===== src/rtl/pipeline_hazard_ctrl_if.sv =====
// Signal bundle between the pipeline datapath and the stall/flush controller.
// HAZARD_PERF_CNT_EN adds the stall_cycles / div_ops counter outputs.
interface pipeline_hazard_ctrl_if;
    logic [4:0]  id_rs1;
    logic [4:0]  id_rs2;
    logic        id_uses_rs1;
    logic        id_uses_rs2;
    logic [4:0]  ex_rd;
    logic        ex_is_load;
    logic        ex_is_div;
    logic        branch_taken;
    logic        div_done;
    logic        stall_pipeline;
    logic        bubble_de;
    logic        flush_fd;
    logic        flush_de;
    logic        div_start;
    logic        div_result_valid;
    logic        div_error;
`ifdef HAZARD_PERF_CNT_EN
    logic [31:0] stall_cycles;
    logic [15:0] div_ops;
`endif

    modport master (
`ifdef HAZARD_PERF_CNT_EN
        input  stall_cycles, div_ops,
`endif
        output id_rs1, id_rs2, id_uses_rs1, id_uses_rs2, ex_rd, ex_is_load, ex_is_div,
        output branch_taken, div_done,
        input  stall_pipeline, bubble_de, flush_fd, flush_de, div_start, div_result_valid,
        input  div_error
    );

    modport slave (
`ifdef HAZARD_PERF_CNT_EN
        output stall_cycles, div_ops,
`endif
        input  id_rs1, id_rs2, id_uses_rs1, id_uses_rs2, ex_rd, ex_is_load, ex_is_div,
        input  branch_taken, div_done,
        output stall_pipeline, bubble_de, flush_fd, flush_de, div_start, div_result_valid,
        output div_error
    );
endinterface


===== src/rtl/pipeline_hazard_ctrl.sv =====
// Stall/flush controller: load-use detection, divider sequencing with watchdog, branch flush.
// Optional HAZARD_PERF_CNT_EN adds stall-cycle and divide-count performance counters.
module pipeline_hazard_ctrl #(
    parameter int unsigned DIV_LATENCY = 8,
    parameter int unsigned DIV_TIMEOUT = 16,
    parameter int unsigned CNT_W       = 5
) (
    input logic                   clk,
    input logic                   rst,
    pipeline_hazard_ctrl_if.slave hz
);

    if (DIV_TIMEOUT <= DIV_LATENCY || DIV_TIMEOUT >= (1 << CNT_W)) begin : g_bad_cfg
        $error("pipeline_hazard_ctrl: DIV_TIMEOUT must exceed DIV_LATENCY and fit in CNT_W");
    end

    localparam logic [1:0] StIdle = 2'd0;
    localparam logic [1:0] StBusy = 2'd1;
    localparam logic [1:0] StDone = 2'd2;

    logic [1:0]       state_q, state_d;
    logic [CNT_W-1:0] cnt_q, cnt_d;
    logic             err_q, err_d;

    logic div_start_c;
    logic div_stall_c;
    logic div_valid_c;
    logic hazard_c;
    logic branch_c;
    logic stall_c;

    always_comb begin
        state_d     = state_q;
        cnt_d       = cnt_q;
        err_d       = err_q;
        div_start_c = 1'b0;
        div_stall_c = 1'b0;
        div_valid_c = 1'b0;
        case (state_q)
            StIdle: begin
                if (hz.ex_is_div) begin
                    div_start_c = 1'b1;
                    div_stall_c = 1'b1;
                    cnt_d       = '0;
                    state_d     = StBusy;
                end
            end
            StBusy: begin
                div_stall_c = 1'b1;
                if (cnt_q != '1) begin
                    cnt_d = cnt_q + 1'b1;
                end
                if (hz.div_done) begin
                    state_d = StDone;
                end else if (cnt_q == CNT_W'(DIV_TIMEOUT - 1)) begin
                    // Watchdog only flags; the FSM keeps waiting for div_done.
                    err_d = 1'b1;
                end
            end
            StDone: begin
                // ex_is_div is still high here; the same divide must not relaunch.
                div_valid_c = 1'b1;
                state_d     = StIdle;
            end
            default: state_d = StIdle;
        endcase
    end

    always_ff @(posedge clk or negedge rst) begin
        if (!rst) begin
            state_q <= StIdle;
            cnt_q   <= '0;
            err_q   <= 1'b0;
        end else begin
            state_q <= state_d;
            cnt_q   <= cnt_d;
            err_q   <= err_d;
        end
    end

    assign hazard_c = hz.ex_is_load && (hz.ex_rd != 5'd0) &&
                      ((hz.id_uses_rs1 && (hz.id_rs1 == hz.ex_rd)) ||
                       (hz.id_uses_rs2 && (hz.id_rs2 == hz.ex_rd)));

    // A divide in EX (or still sequencing) owns the stage, so a coincident branch is ignored.
    assign branch_c = hz.branch_taken && !hz.ex_is_div && (state_q == StIdle);
    assign stall_c  = div_stall_c || (hazard_c && !branch_c);

    assign hz.stall_pipeline   = rst && stall_c;
    assign hz.bubble_de        = rst && hazard_c && !branch_c;
    assign hz.flush_fd         = rst && branch_c;
    assign hz.flush_de         = rst && branch_c;
    assign hz.div_start        = rst && div_start_c;
    assign hz.div_result_valid = rst && div_valid_c;
    assign hz.div_error        = rst && err_q;

`ifdef HAZARD_PERF_CNT_EN
    logic [31:0] stall_cycles_q;
    logic [15:0] div_ops_q;

    always_ff @(posedge clk or negedge rst) begin
        if (!rst) begin
            stall_cycles_q <= '0;
            div_ops_q      <= '0;
        end else begin
            if (stall_c) begin
                stall_cycles_q <= stall_cycles_q + 32'd1;
            end
            if (div_start_c) begin
                div_ops_q <= div_ops_q + 16'd1;
            end
        end
    end

    assign hz.stall_cycles = stall_cycles_q;
    assign hz.div_ops      = div_ops_q;
`endif

endmodule


===== src/flat_wrapper.sv =====
// flat-port wrapper written by rule: the top's interface ports become plain ports
module pipeline_hazard_ctrl_flat 
#(
    parameter int unsigned DIV_LATENCY = 8,
    parameter int unsigned DIV_TIMEOUT = 16,
    parameter int unsigned CNT_W       = 5
)
  (clk, rst, hz_id_rs1, hz_id_rs2, hz_id_uses_rs1, hz_id_uses_rs2, hz_ex_rd, hz_ex_is_load, hz_ex_is_div, hz_branch_taken, hz_div_done, hz_stall_pipeline, hz_bubble_de, hz_flush_fd, hz_flush_de, hz_div_start, hz_div_result_valid, hz_div_error);
  pipeline_hazard_ctrl_if hz_i ();
  input logic clk;
  input logic rst;
  input wire logic [$bits(hz_i.id_rs1)-1:0] hz_id_rs1;
  input wire logic [$bits(hz_i.id_rs2)-1:0] hz_id_rs2;
  input wire logic [$bits(hz_i.id_uses_rs1)-1:0] hz_id_uses_rs1;
  input wire logic [$bits(hz_i.id_uses_rs2)-1:0] hz_id_uses_rs2;
  input wire logic [$bits(hz_i.ex_rd)-1:0] hz_ex_rd;
  input wire logic [$bits(hz_i.ex_is_load)-1:0] hz_ex_is_load;
  input wire logic [$bits(hz_i.ex_is_div)-1:0] hz_ex_is_div;
  input wire logic [$bits(hz_i.branch_taken)-1:0] hz_branch_taken;
  input wire logic [$bits(hz_i.div_done)-1:0] hz_div_done;
  output wire logic [$bits(hz_i.stall_pipeline)-1:0] hz_stall_pipeline;
  output wire logic [$bits(hz_i.bubble_de)-1:0] hz_bubble_de;
  output wire logic [$bits(hz_i.flush_fd)-1:0] hz_flush_fd;
  output wire logic [$bits(hz_i.flush_de)-1:0] hz_flush_de;
  output wire logic [$bits(hz_i.div_start)-1:0] hz_div_start;
  output wire logic [$bits(hz_i.div_result_valid)-1:0] hz_div_result_valid;
  output wire logic [$bits(hz_i.div_error)-1:0] hz_div_error;
  assign hz_i.id_rs1 = hz_id_rs1;
  assign hz_i.id_rs2 = hz_id_rs2;
  assign hz_i.id_uses_rs1 = hz_id_uses_rs1;
  assign hz_i.id_uses_rs2 = hz_id_uses_rs2;
  assign hz_i.ex_rd = hz_ex_rd;
  assign hz_i.ex_is_load = hz_ex_is_load;
  assign hz_i.ex_is_div = hz_ex_is_div;
  assign hz_i.branch_taken = hz_branch_taken;
  assign hz_i.div_done = hz_div_done;
  assign hz_stall_pipeline = hz_i.stall_pipeline;
  assign hz_bubble_de = hz_i.bubble_de;
  assign hz_flush_fd = hz_i.flush_fd;
  assign hz_flush_de = hz_i.flush_de;
  assign hz_div_start = hz_i.div_start;
  assign hz_div_result_valid = hz_i.div_result_valid;
  assign hz_div_error = hz_i.div_error;
  pipeline_hazard_ctrl #(.DIV_LATENCY(DIV_LATENCY), .DIV_TIMEOUT(DIV_TIMEOUT), .CNT_W(CNT_W)) u_core (.clk(clk), .rst(rst), .hz(hz_i));
endmodule

===== config.mk =====
export PLATFORM = sky130hd
export DESIGN_NAME = pipeline_hazard_ctrl_flat
export DESIGN_NICKNAME = d
export VERILOG_FILES = /design/src/rtl/pipeline_hazard_ctrl_if.sv /design/src/rtl/pipeline_hazard_ctrl.sv /design/src/flat_wrapper.sv
export SDC_FILE = /design/constraint.sdc
export NUM_CORES = 1
export LEC_CHECK = 0
export CAP_MARGIN = 10
export CORE_MARGIN = 2
export CORE_UTILIZATION = 30
export DETAILED_ROUTE_END_ITERATION = 7
export DONT_BUFFER_PORTS = 1
export SLEW_MARGIN = 20
export SYNTH_ARGS = -nofsm -noshare
export SYNTH_HDL_FRONTEND = slang
export SYNTH_SLANG_ARGS = --single-unit

===== constraint.sdc =====
create_clock -name clk -period 2.5 [get_ports clk]
set_input_delay 0.375 -clock clk [delete_from_list [all_inputs] [get_ports clk]]
set_output_delay 0.375 -clock clk [all_outputs]
set_load 0.005 [all_outputs]

==> qor.log, run 1 <==
[outcome] outcome completed
[global_route] antenna violations before repair 0
[drt] number of iterations in the first detailed-routing pass 4
[clock_tree] clock sinks 8
[clock_tree] clk_lat worst skew 0.26 ns
[timing] final number of setup-violating endpoints 0
[power_and_ir_drop] net switching component of the power 133 uW
[placed_design] total of buffers placed on input and output ports 0
[synth] Syn Nets 89
[timing] Fin Hold WS 0.274 ns
[global_route] leftover overflow at the end of global routing 0
[timing] final cycle utilization of the critical path 72.8%
[timing] clock period minus worst slack 1.82 ns
[synth] total of warnings raised by yosys 0
[global_route] total routing usage reported by global routing 13.1%
[power_and_ir_drop] power share of the combinational group 27.6%
[die] DIE AREA 0.00241 sq mm
[synth] Post-synth EDFFs 0
[synth] ys async rst share 100%
[setup_path] arrival time of the worst setup path 1.97 ns
[global_route] wire length of the first global-routing pass 2330 microns
[setup_path] Critical Path Start Type flop
[timing] post-route clock skew 0.000720 ns
[global_route] global routing usage on met3 4.29%
[synth] count of cell types in the netlist 30
[setup_path] worst setup path category flop to flop
[setup_path] endpoint class of the critical path flop
[finish] post-layout util 34.3%
[synth] most used flip-flop cell after synthesis sky130_fd_sc_hd__dfrtp_1
[global_route] global routing usage on met1 14.4%
[setup_path] top cell family by delay on the critical path adder cells
[clock_tree] number of gates given a new drive strength after cts 0
[finish] NumNets Final 93
[worst_hold_path] worst hold path class primary input to flop
[power_and_ir_drop] Pint 281 uW
[clock_tree] number of clock buffers inserted by TritonCTS 3
[die] row cnt 16
[drt] drt via density 5.47
[finish] fillcell total 207
[setup_path] Top cell by count, worst path sky130_fd_sc_hd__ha_1
[setup_path] number of buffer and inverter stages on the critical path 0
[die] number of I/O pins 30
[clock_tree] clock tree from TritonCTS built
[placed_design] sum of net half-perimeters after detailed placement 1060 microns
[setup_path] Crit-path slowest cell sky130_fd_sc_hd__dfrtp_1
[run] max-capacitance violation count 0
[setup_path] largest driver fanout on the critical path 7
[global_route] met2 Resource Use GR 21.4%
[power_and_ir_drop] Max VDD drop 0.311 mV
[drt] DRC violations left 0
[power_and_ir_drop] Pwr Density 622 mW/mm^2
[clock_tree] clock-pin slew reported for the worst setup and hold paths after clock tree synthesis 0.06 ns
[synth] synthesized cell area 611 sq um
[clock_tree] H-tree level count 1
[synth] sequential share of the synthesized area 32.8%
[synth] Avg Inst Size Synth 9.69 sq um
[clock_tree] clock root buffer sky130_fd_sc_hd__clkbuf_4
[timing] Max-Slew Margin vs Limit 67.8%
[timing] final count of hold timing violations 0
[power_and_ir_drop] Leakage Power 0.000310 uW
[setup_path] critical-path cell list ha_1 -> and3_1 -> ha_1 -> nor2b_1 -> mux2_1 -> a22o_1
[finish] number of diodes added for antenna fixing 0
[finish] total area of multi-input combinational cells 384 sq um
[die] chip height 49.1 microns
[timing] setup_tns 0 ns
[die] initial standard-cell utilization of the core 31.4%
[power_and_ir_drop] Switching Share 32.2%
[finish] layout cell share with drive strength beyond 1 9.23%
[finish] layout overhead on the synthesized area 9.02%
[setup_path] slowest cell delay on critical path 0.42 ns
[global_route] pin count of the biggest net entering global routing 13
[clock_tree] maximum buffer depth of the clock tree 2
[setup_path] required time reported for the critical path endpoint 2.65 ns
[drt] Via Count 503
[drt] post-detailed-route wirelength per cell 15.5 microns
[global_route] busiest grt layer met2
[drt] antenna-violating nets left 0
[timing] Max Clk Rate 550 MHz
[finish] final design instance area without fill 666 sq um
[die] area of the placeable core 0.00194 sq mm
[timing] total count of max-transition violations in the final report 0
[global_route] vias in the first global route 527
[power_and_ir_drop] Clk network pwr share 25.0%
[finish] Sequential Area 200 sq um
[placed_design] routability cong. 0.766
[timing] Tightest Pin Transition 0.480 ns
[die] die width 49.1 microns
[drt] Post-Route WL 1420 microns
[drt] initial detailed-routing violation count 6
[timing] setup repair after global routing missed its margin false
[synth] Seq cells post-synth 8
[synth] Synth Instances 63
[placed_design] Placement Cell Area 633 sq um
[power_and_ir_drop] sequential power share 47.4%
final cells by class:
class                   count  area share [%]
inverters                   4            2.26
multi-input cells          49            57.7
clock buffers               3            3.38
repair buffers              1            1.50
well taps                  27            5.08
flip-flops and latches      8            30.1
logic make-up (layout without fill, tap and decap cells):
| family | count (synthesis) | count (layout) | synth area share [%] |
|---|---|---|---|
| AOI/OAI and AO/OA | 13 | 13 | 18.4 |
| xor gates and xnor gates | 10 | 10 | 14.3 |
| adders and majority gates | 3 | 3 | 6.15 |
| buffers and inverters | 6 | 8 | 4.30 |
| DFF | 8 | 8 | 32.8 |
| muxes | 3 | 3 | 5.33 |
| and+or+nand+nor | 20 | 20 | 18.6 |
sequential cells by signal, indices dropped and copies added (netlist names):
name            cells
u_core.cnt_q        5
u_core.state_q      2
u_core.err_q        1
worst register-to-register path: cells and delay by family, from the launching register on:
| family | cells | cell delay (ns) |
|---|---|---|
| AO/OA/AOI/OAI | 1 | 0.17 |
| flip-flops | 1 | 0.42 |
| adder cells (fa/ha/maj) | 2 | 0.48 |
| AND/OR/NAND/NOR | 2 | 0.31 |
| multiplexers | 1 | 0.33 |
what timing repair did:
item,CTS,global route
buffers inserted,0,0
hold buffers,1,0
endpoints found under the hold margin,8,0
synthesized netlist by cell type, drive strengths merged, types with 2 or more instances:
master	instances	area, sq um
a22o	6	52.6
and3	2	12.5
ha	3	37.5
dfrtp	8	200
xor2	8	70.1
nor2	6	22.5
nor3	2	10.0
and2	2	12.5
xnor2	2	17.5
nor4	2	12.5
inv	4	15.0
mux2	2	22.5
routing by layer:
metal / vias up / wire [microns]
met5: - / 0
met4: 0 / 17
met3: 2 / 116
met2: 25 / 707
met1: 240 / 583
li1: 236 / -
final timing paths:
kind | startpoint | to | slack, ns | cells after the start
min | hz_ex_is_div | u_core.state_q[0]$_DFFE_PN0P_ | 0.27 | 2
min in group asynchronous | rst | u_core.cnt_q[4]$_DFFE_PN0P_ | 0.48 | 1
max in group asynchronous | rst | u_core.cnt_q[0]$_DFFE_PN0P_ | 1.75 | 1
max reg2reg | u_core.cnt_q[0]$_DFFE_PN0P_ | u_core.cnt_q[2]$_DFFE_PN0P_ | 0.68 | 6
max | u_core.cnt_q[0]$_DFFE_PN0P_ | u_core.cnt_q[2]$_DFFE_PN0P_ | 0.68 | 6
min reg2reg | u_core.err_q$_DFFE_PN0P_ | u_core.err_q$_DFFE_PN0P_ | 0.46 | 1
per-stage QoR:
step | std cells | worst slack (ns) | power, uW
global placement | 88 | 0.746 | 303
finish | 92 | 0.681 | 414
CTS | 92 | 0.692 | 420
floorplan | 63 | 0.797 | 287
global route | 92 | 0.584 | 451
detailed placement | 88 | 0.697 | 308
power groups by stage:
stage,sequential [uW],clock [uW],combinational [uW]
4_1_cts,195,109,116
2_1_floorplan,183,0,104
3_5_place_dp,197,0,111
5_1_grt,203,115,133
6_report,196,103,114
3_3_place_gp,195,0,107
cell usage in the layout, fill, tap and decap left out, drive strengths merged:
master       instances
nor4b                1
a32oi                1
nor2                 6
dfrtp                8
a22o                 6
nand3                1
inv                  4
dlygate4sd3          1
o21ai                1
nand2                1
o31ai                1
mux2                 2
nor3                 2
o2111ai              1
or4                  1
nand4b               1
clkbuf               3
xnor2                2
and3                 2
ha                   3
xor2                 8
nor4                 2
mux2i                1
o22ai                1
nor2b                1
a21o                 1
a41o                 1
and2                 2
Note: power is estimated with default switching activity, not from simulation.
==> inputs of run 2 (changes only) <==
- clock period: 2.5 -> 1.7 ns (I/O delays scaled with it)
==> run 2 against run 1 <==
Net effect:
- fmax up 11%
- clock-buffer cell count did not move
- non-clock buffer count rose by 4
- sequential share of layout area shrank 2.3 points
- critical endpoint is now u_core.cnt_q[0]$_DFFE_PN0P_
- largest cell class unchanged
- largest power group unchanged
==> qor.log, run 2 (synthesis results as in run 1) <==
[setup_path] number of buffer and inverter stages on the critical path 1
[worst_hold_path] Worst Hold Launch hz_ex_is_div
[drt] number of iterations in the first detailed-routing pass 3
[worst_hold_path] worst hold path class primary input to flop
[die] die width 49.1 microns
[global_route] total routing usage reported by global routing 13.1%
[finish] fillcell total 209
[power_and_ir_drop] power share of the combinational group 35.4%
[setup_path] largest driver fanout on the critical path 5
[placed_design] Placement Cell Area 666 sq um
[finish] count of placed standard cells in the final layout, fillers left out 96
[setup_path] Worst Reg2Reg Path Length in Cells 6
[power_and_ir_drop] Max VDD drop 0.419 mV
[clock_tree] clock sinks 8
[drt] Post-Route WL 1450 microns
[setup_path] slowest cell delay on critical path 0.38 ns
[drt] DRC violations left 0
[placed_design] sum of net half-perimeters after detailed placement 1080 microns
[timing] total count of max-transition violations in the final report 0
[die] number of I/O pins 30
[timing] Max-Slew Margin vs Limit 74.7%
[timing] final count of hold timing violations 0
[finish] register with the highest flop count u_core.cnt_q
[finish] top library cells by usage in the layout, fill and taps aside sky130_fd_sc_hd__xor2_1 (8), sky130_fd_sc_hd__dfrtp_1 (7), sky130_fd_sc_hd__nor2_1 (6), sky130_fd_sc_hd__a22o_1 (6)
[power_and_ir_drop] Pint 462 uW
[timing] Tightest Pin Transition 0.379 ns
[finish] most common cell after layout, fill and taps aside sky130_fd_sc_hd__xor2_1
[power_and_ir_drop] Switching Share 31.3%
[global_route] antenna violations before repair 0
[clock_tree] clk_lat worst skew 0.26 ns
[placed_design] total of buffers placed on input and output ports 0
[timing] clock period minus worst slack 1.64 ns
[finish] number of diodes added for antenna fixing 0
[setup_path] top cell family by delay on the critical path adder cells
[finish] NumNets Final 97
[timing] post-layout worst setup margin 0.0564 ns
[clock_tree] clock tree from TritonCTS built
[drt] post-detailed-route wirelength per cell 15.1 microns
[die] row cnt 16
[setup_path] worst setup path category flop to flop
[timing] Fin Hold WS 0.149 ns
[die] chip height 49.1 microns
[power_and_ir_drop] net switching component of the power 210 uW
[placed_design] total placed cells including tap cells 92
[die] DIE AREA 0.00241 sq mm
[timing] Max Clk Rate 608 MHz
[clock_tree] Setup Fix Bufs, Post-CTS 0
[setup_path] slack of the worst reg-to-reg path 0.06 ns
[worst_hold_path] Hold Path End u_core.state_q[0]$_DFFE_PN0P_
[setup_path] critical-path cell list ha_1 -> and3_4 -> ha_4 -> buf_4 -> mux2_2 -> a22o_1
[setup_path] endpoint class of the critical path flop
[placed_design] Setup WS pre-CTS 0.0187 ns
[global_route] wire length of the first global-routing pass 2350 microns
[finish] layout cell share with drive strength beyond 1 21.7%
[die] area of the placeable core 0.00194 sq mm
[power_and_ir_drop] sequential power share 41.7%
[setup_path] Crit-path slowest cell sky130_fd_sc_hd__dfrtp_1
[drt] drt via density 5.33
[clock_tree] clock-pin slew reported for the worst setup and hold paths after clock tree synthesis 0.06 ns
[drt] Via Count 512
[drt] antenna-violating nets left 0
[finish] final design instance area without fill 726 sq um
[run] max-capacitance violation count 0
[timing] setup_tns 0 ns
[clock_tree] number of clock buffers inserted by TritonCTS 3
[timing] post-route clock skew 0.00129 ns
[power_and_ir_drop] Pwr Density 926 mW/mm^2
[setup_path] arrival time of the worst setup path 1.79 ns
[global_route] leftover overflow at the end of global routing 0
[worst_hold_path] Hold Path Stages 2
[clock_tree] clock root buffer sky130_fd_sc_hd__clkbuf_4
[timing] final number of setup-violating endpoints 0
[timing] final cycle utilization of the critical path 96.7%
[finish] total area of multi-input combinational cells 413 sq um
[setup_path] r2r endpoint u_core.cnt_q[0]$_DFFE_PN0P_
[setup_path] required time reported for the critical path endpoint 1.85 ns
[finish] layout overhead on the synthesized area 18.9%
[clock_tree] maximum buffer depth of the clock tree 2
[setup_path] critical register-to-register path startpoint u_core.cnt_q[0]$_DFFE_PN0P_
[setup_path] Critical Path Start Type flop
[setup_path] count of cell instances traversed by the critical path 6
[drt] initial detailed-routing violation count 8
[power_and_ir_drop] Clk network pwr share 22.9%
[clock_tree] H-tree level count 1
[placed_design] routability cong. 0.775
[finish] Largest register FFs 5
[die] initial standard-cell utilization of the core 31.4%
[finish] Sequential Area 201 sq um
[outcome] outcome completed
[finish] registers with the most flip-flops u_core.cnt_q x5, u_core.state_q x2, u_core.err_q x1
[power_and_ir_drop] Leakage Power 0.000326 uW
[global_route] pin count of the biggest net entering global routing 13
[global_route] vias in the first global route 525
run 2: changes by cell type in the layout (fill, tap and decap cells not counted), sizes merged:
| cell | change |
|---|---|
| buf | +4 |
run 2: final cells by class:
type,instances,share of cell area [%]
well taps,27,4.66
flip-flops and latches,8,27.8
multi-input cells,49,56.9
repair buffers,5,5.52
inverters,4,2.07
clock buffers,3,3.10
run 2: stage by stage:
| step | power [uW] | utilization [%] |
|---|---|---|
| 6_report | 672 | 37.4 |
| 5_1_grt | 718 | 37.4 |
| 4_1_cts | 644 | 36.0 |
| 3_5_place_dp | 487 | 34.3 |
| 3_3_place_gp | 484 | 34.3 |
| 2_1_floorplan | 422 | - |
run 2: metal layers:
| layer | track usage, % | vias to the layer above | routed length [microns] |
|---|---|---|---|
| li1 | - | 246 | - |
| met1 | 14.3 | 237 | 639 |
| met2 | 21.4 | 25 | 668 |
| met3 | 4.60 | 4 | 96 |
| met4 | 8.57 | 0 | 40 |
| met5 | 0 | - | 0 |
run 2: how the worst max path moves through the flow:
stage | slack (ns) | endpoint | start
finish | 0.06 | u_core.cnt_q[0]$_DFFE_PN0P_ | u_core.cnt_q[0]$_DFFE_PN0P_
global placement | 0.05 | u_core.cnt_q[2]$_DFFE_PN0P_ | u_core.cnt_q[0]$_DFFE_PN0P_
detailed placement | 0.02 | u_core.cnt_q[2]$_DFFE_PN0P_ | u_core.cnt_q[0]$_DFFE_PN0P_
global route | -0.02 | u_core.cnt_q[0]$_DFFE_PN0P_ | u_core.cnt_q[0]$_DFFE_PN0P_
floorplan | 0.04 | u_core.cnt_q[2]$_DFFE_PN0P_ | u_core.cnt_q[0]$_DFFE_PN0P_
CTS | 0.007 | u_core.cnt_q[2]$_DFFE_PN0P_ | u_core.cnt_q[0]$_DFFE_PN0P_
run 2: power groups by stage:
stage          clock network [uW]  registers [uW]  logic [uW]
2_1_floorplan                   0             269         153
3_3_place_gp                    0             277         206
3_5_place_dp                    0             280         207
4_1_cts                       152             277         215
5_1_grt                       165             288         265
6_report                      154             280         238
run 2: timing repair:
item | 4_1_cts | 5_1_grt
endpoints found under the hold margin | 8 | 0
resized for setup | 0 | 6
setup endpoints to repair | 0 | 4
hold buffers | 1 | 0
==> inputs of run 3 (changes only) <==
- CTS_CLUSTER_DIAMETER: default -> 30
==> results of run 3 <==
No change in the layout: final DEF, timing and power equal those of run 2.
